--- src/rtl/seq_multiplier_16_pkg.sv ---
// ---------------------------------------------------------------------------
// seq_multiplier_16_pkg
// Shared definitions for the 16-bit sequential shift-add multiplier.
//   DATA_W      : datapath operand width (product is 2*DATA_W bits)
//   MUL_CNT_W   : iteration counter width, 2**MUL_CNT_W >= DATA_W
//   mul_state_e : multiplier control states (2-bit encoding)
// ---------------------------------------------------------------------------
package seq_multiplier_16_pkg;

  localparam int DATA_W    = 16;
  localparam int MUL_CNT_W = 4;

  typedef enum logic [1:0] {
    MUL_IDLE = 2'b00,
    MUL_RUN  = 2'b01,
    MUL_DONE = 2'b10
  } mul_state_e;

  // Number of iterations a multiply takes for a given operand width.
  function automatic int mul_steps(input int width);
    return width;
  endfunction

endpackage

--- src/rtl/seq_multiplier_16_mult_step.sv ---
// ---------------------------------------------------------------------------
// seq_multiplier_16_mult_step
// One combinational shift-add iteration of the multiplier.
//   p      in  2*WIDTH  current partial-product / multiplier register
//   a      in  WIDTH    captured multiplicand
//   p_next out 2*WIDTH  register value after this iteration
// The upper half of p is added to a with a ripple of full-adder cells,
// keeping the carry-out so that the WIDTH+1-bit sum is never truncated.
// If p[0] is set the sum (with carry) replaces the upper half before the
// right shift; otherwise p is simply shifted right by one.
// ---------------------------------------------------------------------------
module seq_multiplier_16_mult_step #(
  parameter int WIDTH = 16
) (
  input  logic [2*WIDTH-1:0] p,
  input  logic [WIDTH-1:0]   a,
  output logic [2*WIDTH-1:0] p_next
);

  logic [WIDTH-1:0] sum;
  logic             carry_out;

  // Ripple-carry chain of full-adder cells: s = x^y^c, co = x&y | c&(x^y).
  always_comb begin
    logic c;
    logic x;
    logic y;
    c   = 1'b0;
    sum = '0;
    for (int i = 0; i < WIDTH; i++) begin
      x      = p[WIDTH+i];
      y      = a[i];
      sum[i] = x ^ y ^ c;
      c      = (x & y) | (c & (x ^ y));
    end
    carry_out = c;
  end

  always_comb begin
    if (p[0]) begin
      p_next = {carry_out, sum, p[WIDTH-1:1]};
    end else begin
      p_next = {1'b0, p[2*WIDTH-1:1]};
    end
  end

endmodule

--- src/rtl/seq_multiplier_16.sv ---
// ---------------------------------------------------------------------------
// seq_multiplier_16
// Multi-cycle unsigned shift-add multiplier (MULT/MULTU datapath block).
//   clk           in   1      system clock, rising edge
//   reset         in   1      synchronous active-high reset
//   start         in   1      multiply request, accepted in IDLE or DONE
//   multiplicand  in   WIDTH  operand A, captured on accepted start
//   multiplier    in   WIDTH  operand B, captured on accepted start
//   product_lo    out  WIDTH  low half of A*B
//   product_hi    out  WIDTH  high half of A*B
//   busy          out  1      iteration sequence in progress
//   done          out  1      one-cycle pulse, product valid
//
// state    | meaning
// ---------+-----------------------------------------------------------
// MUL_IDLE | waiting for start; outputs hold the previous product
// MUL_RUN  | one shift-add step per edge, WIDTH steps in total
// MUL_DONE | product valid for one cycle; start here restarts directly
//
// Start accepted at edge k: busy from k, done in the cycle after edge
// k+WIDTH, one result every WIDTH+1 cycles when started back to back.
// Products are driven straight from the P register, so they change while
// a run is in progress and hold the last result through IDLE.
// CNT_W must satisfy 2**CNT_W >= WIDTH.
// ---------------------------------------------------------------------------
module seq_multiplier_16
  import seq_multiplier_16_pkg::*;
#(
  parameter int WIDTH = DATA_W,
  parameter int CNT_W = MUL_CNT_W
) (
  input  logic             clk,
  input  logic             reset,
  input  logic             start,
  input  logic [WIDTH-1:0] multiplicand,
  input  logic [WIDTH-1:0] multiplier,
  output logic [WIDTH-1:0] product_lo,
  output logic [WIDTH-1:0] product_hi,
  output logic             busy,
  output logic             done
);

  localparam logic [CNT_W-1:0] LAST_STEP = CNT_W'(mul_steps(WIDTH) - 1);

  mul_state_e         state;
  logic [CNT_W-1:0]   cnt;
  logic [WIDTH-1:0]   a_reg;
  logic [2*WIDTH-1:0] p_reg;
  logic [2*WIDTH-1:0] p_next;

  seq_multiplier_16_mult_step #(
    .WIDTH (WIDTH)
  ) u_step (
    .p      (p_reg),
    .a      (a_reg),
    .p_next (p_next)
  );

  always_ff @(posedge clk) begin
    if (reset) begin
      state <= MUL_IDLE;
      cnt   <= '0;
      a_reg <= '0;
      p_reg <= '0;
      busy  <= 1'b0;
      done  <= 1'b0;
    end else begin
      case (state)
        // DONE behaves like IDLE for start acceptance, which gives
        // back-to-back operation without an idle bubble.
        MUL_IDLE, MUL_DONE: begin
          done <= 1'b0;
          if (start) begin
            a_reg <= multiplicand;
            p_reg <= {{WIDTH{1'b0}}, multiplier};
            cnt   <= '0;
            state <= MUL_RUN;
            busy  <= 1'b1;
          end else begin
            state <= MUL_IDLE;
            busy  <= 1'b0;
          end
        end

        // start is deliberately not looked at here.
        MUL_RUN: begin
          p_reg <= p_next;
          cnt   <= cnt + CNT_W'(1);
          if (cnt == LAST_STEP) begin
            state <= MUL_DONE;
            busy  <= 1'b0;
            done  <= 1'b1;
          end
        end

        default: begin
          state <= MUL_IDLE;
          busy  <= 1'b0;
          done  <= 1'b0;
        end
      endcase
    end
  end

  assign product_hi = p_reg[2*WIDTH-1:WIDTH];
  assign product_lo = p_reg[WIDTH-1:0];

endmodule

--- config.mk ---
export PLATFORM = sky130hd
export DESIGN_NAME = seq_multiplier_16
export DESIGN_NICKNAME = d
export VERILOG_FILES = /design/src/rtl/seq_multiplier_16_pkg.sv /design/src/rtl/seq_multiplier_16_mult_step.sv /design/src/rtl/seq_multiplier_16.sv
export SDC_FILE = /design/constraint.sdc
export NUM_CORES = 1
export LEC_CHECK = 0
export ABC_CLOCK_PERIOD_IN_PS = 7100
export CAP_MARGIN = 15
export CORE_MARGIN = 8
export CORE_UTILIZATION = 30
export DETAILED_ROUTE_END_ITERATION = 6
export SETUP_SLACK_MARGIN = 0.1
export SYNTH_ARGS = -nofsm -noshare
export SYNTH_HDL_FRONTEND = slang
export SYNTH_SLANG_ARGS = --single-unit
--- constraint.sdc ---
create_clock -name clk -period 7.1 [get_ports clk]
set_input_delay 1.775 -clock clk [delete_from_list [all_inputs] [get_ports clk]]
set_output_delay 1.775 -clock clk [all_outputs]
set_load 0.02 [all_outputs]
==> impl_metrics.csv <==
group,metric,value,unit
synthesis,synth.distinct_cells,27,
global_routing,antenna_found_initial,0,
global_routing,grt_max_degree,58,
job,max_cap_viol_count,0,
synthesis,netlist_area,2640,µm²
timing,rsz0062_at_grt,"false",
power_and_ir_drop,pwr-share-clk,29.7,%
synthesis,synth_common_cells,"dfxtp_1, a21oi_1, nand2_1, nand3_1",
floorplan,die_area,12000,µm²
cts,clk_pin_slew_worst_paths,0.09,ns
route,drt_iter0_drc,134,
route,first_pass_iters,4,
synthesis,syn_inst,290,
cts,worst_skew_pair.late_latency,0.31,ns
route,routedWlPerCell,14.2,µm
setup_path,arrival,6.86,ns
cells_and_area,antenna_cells,0,
setup_path,crit_chain,"ha_1 -> fa_1 -> fa_1 -> fa_1 -> fa_1 -> fa_1 -> fa_1 -> fa_1 -> fa_1 -> fa_1 -> fa_2 -> fa_2 -> fa_2 -> fa_1 -> inv_1 -> fa_1 -> inv_1 -> fa_1 -> mux2_2 -> nand2_1 -> a21oi_1",
setup_path,critPathMaxStageDelay,0.43,ns
synthesis,async_reset_ff_share,0,%
timing,max_slew_margin,30.9,%
timing,finalSetupViolCount,0,
synthesis,yosysWarnings,0,
power_and_ir_drop,intPower,463,µW
run_status,outcome,"finished, final reports clean",
timing,fin_skew,0.00422,ns
cells_and_area,final_cells,450,
cts,cts_max_level,2,
power_and_ir_drop,total_power,631,µW
cells_and_area,fin_area,3430,µm²
cells_and_area,multi_input_comb_area,1360,µm²
synthesis,yosys-top-cells-area,"dfxtp_1, fa_1, a21oi_1",
cts,cts_hold_buf,0,
cells_and_area,area_delta_synth_final,30.1,%
timing,setup_tns,0,ns
floorplan,num_rows,34,
setup_path,crit_path_end_kind,"register",
power_and_ir_drop,p_sw,168,µW
setup_path,crit_slowest_cell,"fa_1",
cts,post_cts_buffers,0,
power_and_ir_drop,switching_share,26.7,%
synthesis,synth_top_cell_by_area,"dfxtp_1",
worst_hold_path,hold_end,"a_reg[0]",
setup_path,required,7.25,ns
floorplan,die_h,110,µm
timing,hold_viol_final,0,
placed_design,numPlacedInstances,443,
floorplan,io_pins,69,
power_and_ir_drop,cellPowerDensity,184,nW/µm²
power_and_ir_drop,seq_power_share,54.2,%
placed_design,place_area,3330,µm²
route,drc,0,
timing,holdWs,0.468,ns
power_and_ir_drop,power_frac_comb,16.1,%
synthesis,yosysMostFrequentCell,"dfxtp_1",
setup_path,cp_max_fo,4,
setup_path,timing.rr.start,"p_reg[16]",
global_routing,grt_pass1_wl,10600,µm
setup_path,cp-start-kind,"register",
route,ant_nets,0,
synthesis,synth.top_cell.area_share,42.5,%
cts,cts_buffers,5,
route,viasPerCell,4.88,
setup_path,criticalPathCategory,"reg2reg",
synthesis,syn_nets,342,
worst_hold_path,hp-start,"a_reg[0]",
timing,slew_viol_final,0,
placed_design,port_buffers,68,
synthesis,synth-edff-count,0,
worst_hold_path,hold_class,"reg2reg",
floorplan,coreArea,8640,µm²
cts,clockBufferDepth,2,
timing,finalCriticalPeriod,6.70,ns
setup_path,crit_top_cell,"fa_1",
global_routing,grt-ovfl-total,0,
worst_hold_path,holdPathStages,2,
setup_path,r2r-end,"p_reg[30]",
setup_path,cp.depth,21,
synthesis,synth_ff_type,"dfxtp_1",
setup_path,cp.buffers_inverters,2,
timing,fin_crit_sh,94.4,%
power_and_ir_drop,power_leakage,1.24,nW
placed_design,gp_congestion,0.748,
cts,cts_tree,"yes",
cells_and_area,fillCellCount,893,
synthesis,seq_area_frac_synth,42.5,%
global_routing,track_usage,11.0,%
cells_and_area,seq_area,1120,µm²
timing,worst_pin_slew,1.04,ns
global_routing,grt_pass1_vias,2242,
synthesis,ys_seq_elements,56,
cts,cts_resized,0,
cts,cts_root_buffer,"clkbuf_8",
route,dr_total_vias,2197,
timing,max_freq,149,MHz
cts,cts_sinks,56,
setup_path,ff2ff_path_depth,21,
floorplan,start_util,30.5,%
cells_and_area,largest_reg_flops,32,
cells_and_area,drive_above_1_share,9.06,%
route,drt-total-wl,6400,µm
setup_path,ff2ff_setup_slack,0.40,ns
power_and_ir_drop,ir_drop,0.0000772,V
synthesis,synth.avg_cell_area,9.09,µm²
placed_design,place_hpwl,4370,µm
cells_and_area,nets,394,
floorplan,die_w,110,µm
setup_path,cp_top_family,"adder cells",
## final cells by class
| cell class | instances | share of cell area, % |
|---|---|---|
| tap | 108 | 3.94 |
| inverter | 5 | 0.547 |
| timing repair buffer | 71 | 20.3 |
| clock buffer | 7 | 2.81 |
| multi-input combinational | 203 | 39.7 |
| sequential | 56 | 32.7 |
## through the flow
stage          utilization [%]  worst slack, ns
3_5_place_dp              38.5            0.209
2_1_floorplan                -            0.428
3_3_place_gp              38.5            0.346
4_1_cts                   39.6            0.198
6_report                  39.7            0.395
5_1_grt                   39.7            0.136
## metal layers
layer  global-route usage [%]  part of all wire, %
met2                     19.2                   49
met4                     3.76                  1.0
met3                     2.75                  6.2
met5                        0                    0
met1                     12.8                   43
## power by group through the flow
stage / Combinational (mW) / Clock (mW) / Sequential, mW
6_report: 0.102 / 0.188 / 0.342
5_1_grt: 0.114 / 0.207 / 0.345
4_1_cts: 0.104 / 0.194 / 0.342
3_5_place_dp: 0.104 / 0 / 0.350
3_3_place_gp: 0.103 / 0 / 0.349
2_1_floorplan: 0.0548 / 0 / 0.354
## logic make-up (layout without fill, tap and decap cells)
kind of cell / Yosys count / in the layout / share of synthesized area, %
and+or+nand+nor: 99 / 99 / 16.8
AOI/OAI and AO/OA: 72 / 72 / 15.6
buffers and inverters: 31 / 83 / 6.36
adders and majority gates: 17 / 17 / 12.3
DFF: 56 / 56 / 42.5
muxes: 15 / 15 / 6.40
## worst register-to-register path: cells and delay by family, from the launching register on
kind,cells,cell delay [ns]
AND/OR/NAND/NOR,1,0.06
flip-flops,1,0.35
multiplexers,1,0.27
adder cells (fa/ha/maj),16,5.66
buffers and inverters,2,0.13
AO/OA/AOI/OAI,1,0.06
## how the worst max path moves through the flow
stage               slack, ns   endpoint       from
floorplan                0.43  p_reg[30]  p_reg[16]
CTS                      0.20  p_reg[30]  p_reg[16]
finish                   0.40  p_reg[30]  p_reg[16]
global placement         0.35  p_reg[30]  p_reg[16]
detailed placement       0.21  p_reg[30]  p_reg[16]
global route             0.14  p_reg[30]  p_reg[16]
## cells in the final DEF (no fill, tap or decap), drive strengths merged
cell and instances:
mux2 15, a31oi 1, o211ai 2, a22oi 15
nor3b 1, nand2 50, dfxtp 56, nor2 2
fa 15, nor2b 2, a21oi 52, buf 4
and2b 1, nand2b 3, inv 5, nand3 36
a211oi 1, nor3 2, or3 1, clkdlybuf4s50 67
clkbuf 7, ha 2, a311oi 1, nand4 1
Power figures use the tool's default switching activity.
==> patch (same settings) <==
`MUL_CNT_W`: 4 -> 6.
--- a/src/rtl/seq_multiplier_16_pkg.sv
+++ b/src/rtl/seq_multiplier_16_pkg.sv
@@ -8,7 +8,7 @@
 package seq_multiplier_16_pkg;
 
   localparam int DATA_W    = 16;
-  localparam int MUL_CNT_W = 4;
+  localparam int MUL_CNT_W = 6;
 
   typedef enum logic [1:0] {
     MUL_IDLE = 2'b00,
Function: no difference found for any inputs over 4 cycles, from zero or initial values and one cycle with reset high; that may be too few to reach the edited logic, so the function may still have changed.
==> patch against the original RTL <==
- synthesized area rose by 4.6%
- cell area increased by 7.9%
- cell count up 5.1%
- routed wire length increased by 10%
- global-route usage increased by 0.45 points
- fmax decreased by 0.80%
- die area up 4.0%
- setup slack worse by 54 ps
- total power rose by 32%
- sequential cell count grew 2
- highest routed layer unchanged
==> patch: results (changes against the original RTL) <==
Pleak 1.354 nW (+9.2%); Yosys cell types 32 (+19%); Worst R2R Setup Slack 340 ps (-50 ps); asr flop ratio synth 0 (unchanged); Hold Slack 458.1 ps (-9.918 ps); Slew @ Worst Pin 1102 ps (+64.79 ps); via count 2355 (+7.2%); Max VDD drop 0.09875 mV (+28%); Area contributors post-synth dfxtp_1 42%, fa_1 11%, a21oi_1 9.8%; overall routing resource usage 0.1142 (+0.004468); first-pass GRT wire length 11630 um (+9.6%); seq_cells 58 (+3.6%); H-tree Lvls 3 (+1); count of non-CTS buffers in the layout 71 (unchanged); fin nets 409 (+3.8%); clock buf count 10 (+3); routability congestion estimate 0.7412 (-0.87%); initial antenna violation count 0 (unchanged); pin count of the biggest net entering global routing 60 (+3.4%); Clk pin slew, worst setup/hold paths 70 ps (-20 ps); sequential area share after synthesis 0.4207 (-0.004377); DR iter-0 viols 102 (-24%); top cells by count, synth 58 x dfxtp_1, 54 x a21oi_1, 50 x nand2_1; outcome completed; Mapped Nets 354 (+3.5%); hold_sp a_reg[14]$_SDFFE_PP0P_; post-detail-place hpwl 4766 um (+8.9%); later-pin clock latency in the skew report 330 ps (+20 ps); NonClk Buf Share 0.1885 (-0.01491); WL per Instance 14.89 um (+4.7%); # fillers 890 (-0.34%); clk cell area share 0.06791 (+0.03983); Register Area 1161 um2 (+3.5%); #MultiIn Comb 213 (+4.9%); number of global-route vias before repair 2330 (+3.9%); CTS Buf Count 9 (+4); multi-input logic portion of the cell area 0.3885 (-0.008134); Hold Crit Depth 2 (unchanged); Hold Path End a_reg[14]$_SDFFE_PP0P_; inverters 4 (-1)
-- patch: cell count changes after synthesis, sizes merged, moves of 2 or more --
cell / change
o211ai: +2
nor3: -2
a21oi: +2
dfxtp: +2
-- patch: through the flow --
step / area [um2] / cells / setup WS, ps
finish: 3704 / 473 / 341.1
global route: 3704 / 473 / 80.08
CTS: 3696 / 473 / 176.7
detailed placement: 3445 / 457 / 188.7
global placement: 3445 / 457 / 335.7
floorplan: 2760 / 302 / 427.8
-- patch: routing by layer --
layer	share of wire	routed length [um]	up-vias	GRT usage
li1	-	-	1161	-
met1	0.44	3068	1127	0.1326
met2	0.49	3427	57	0.1866
met3	0.061	431	10	0.03193
met4	0.017	118	0	0.06290
met5	0	0	-	0
-- patch: cells by family after synthesis --
group	Yosys count	share of synthesized area
and+or+nand+nor	102	0.1677
AOI/OAI and AO/OA	78	0.1646
DFF	58	0.4207
buffers and inverters	31	0.06255
adders and majority gates	17	0.1179
muxes	16	0.06663
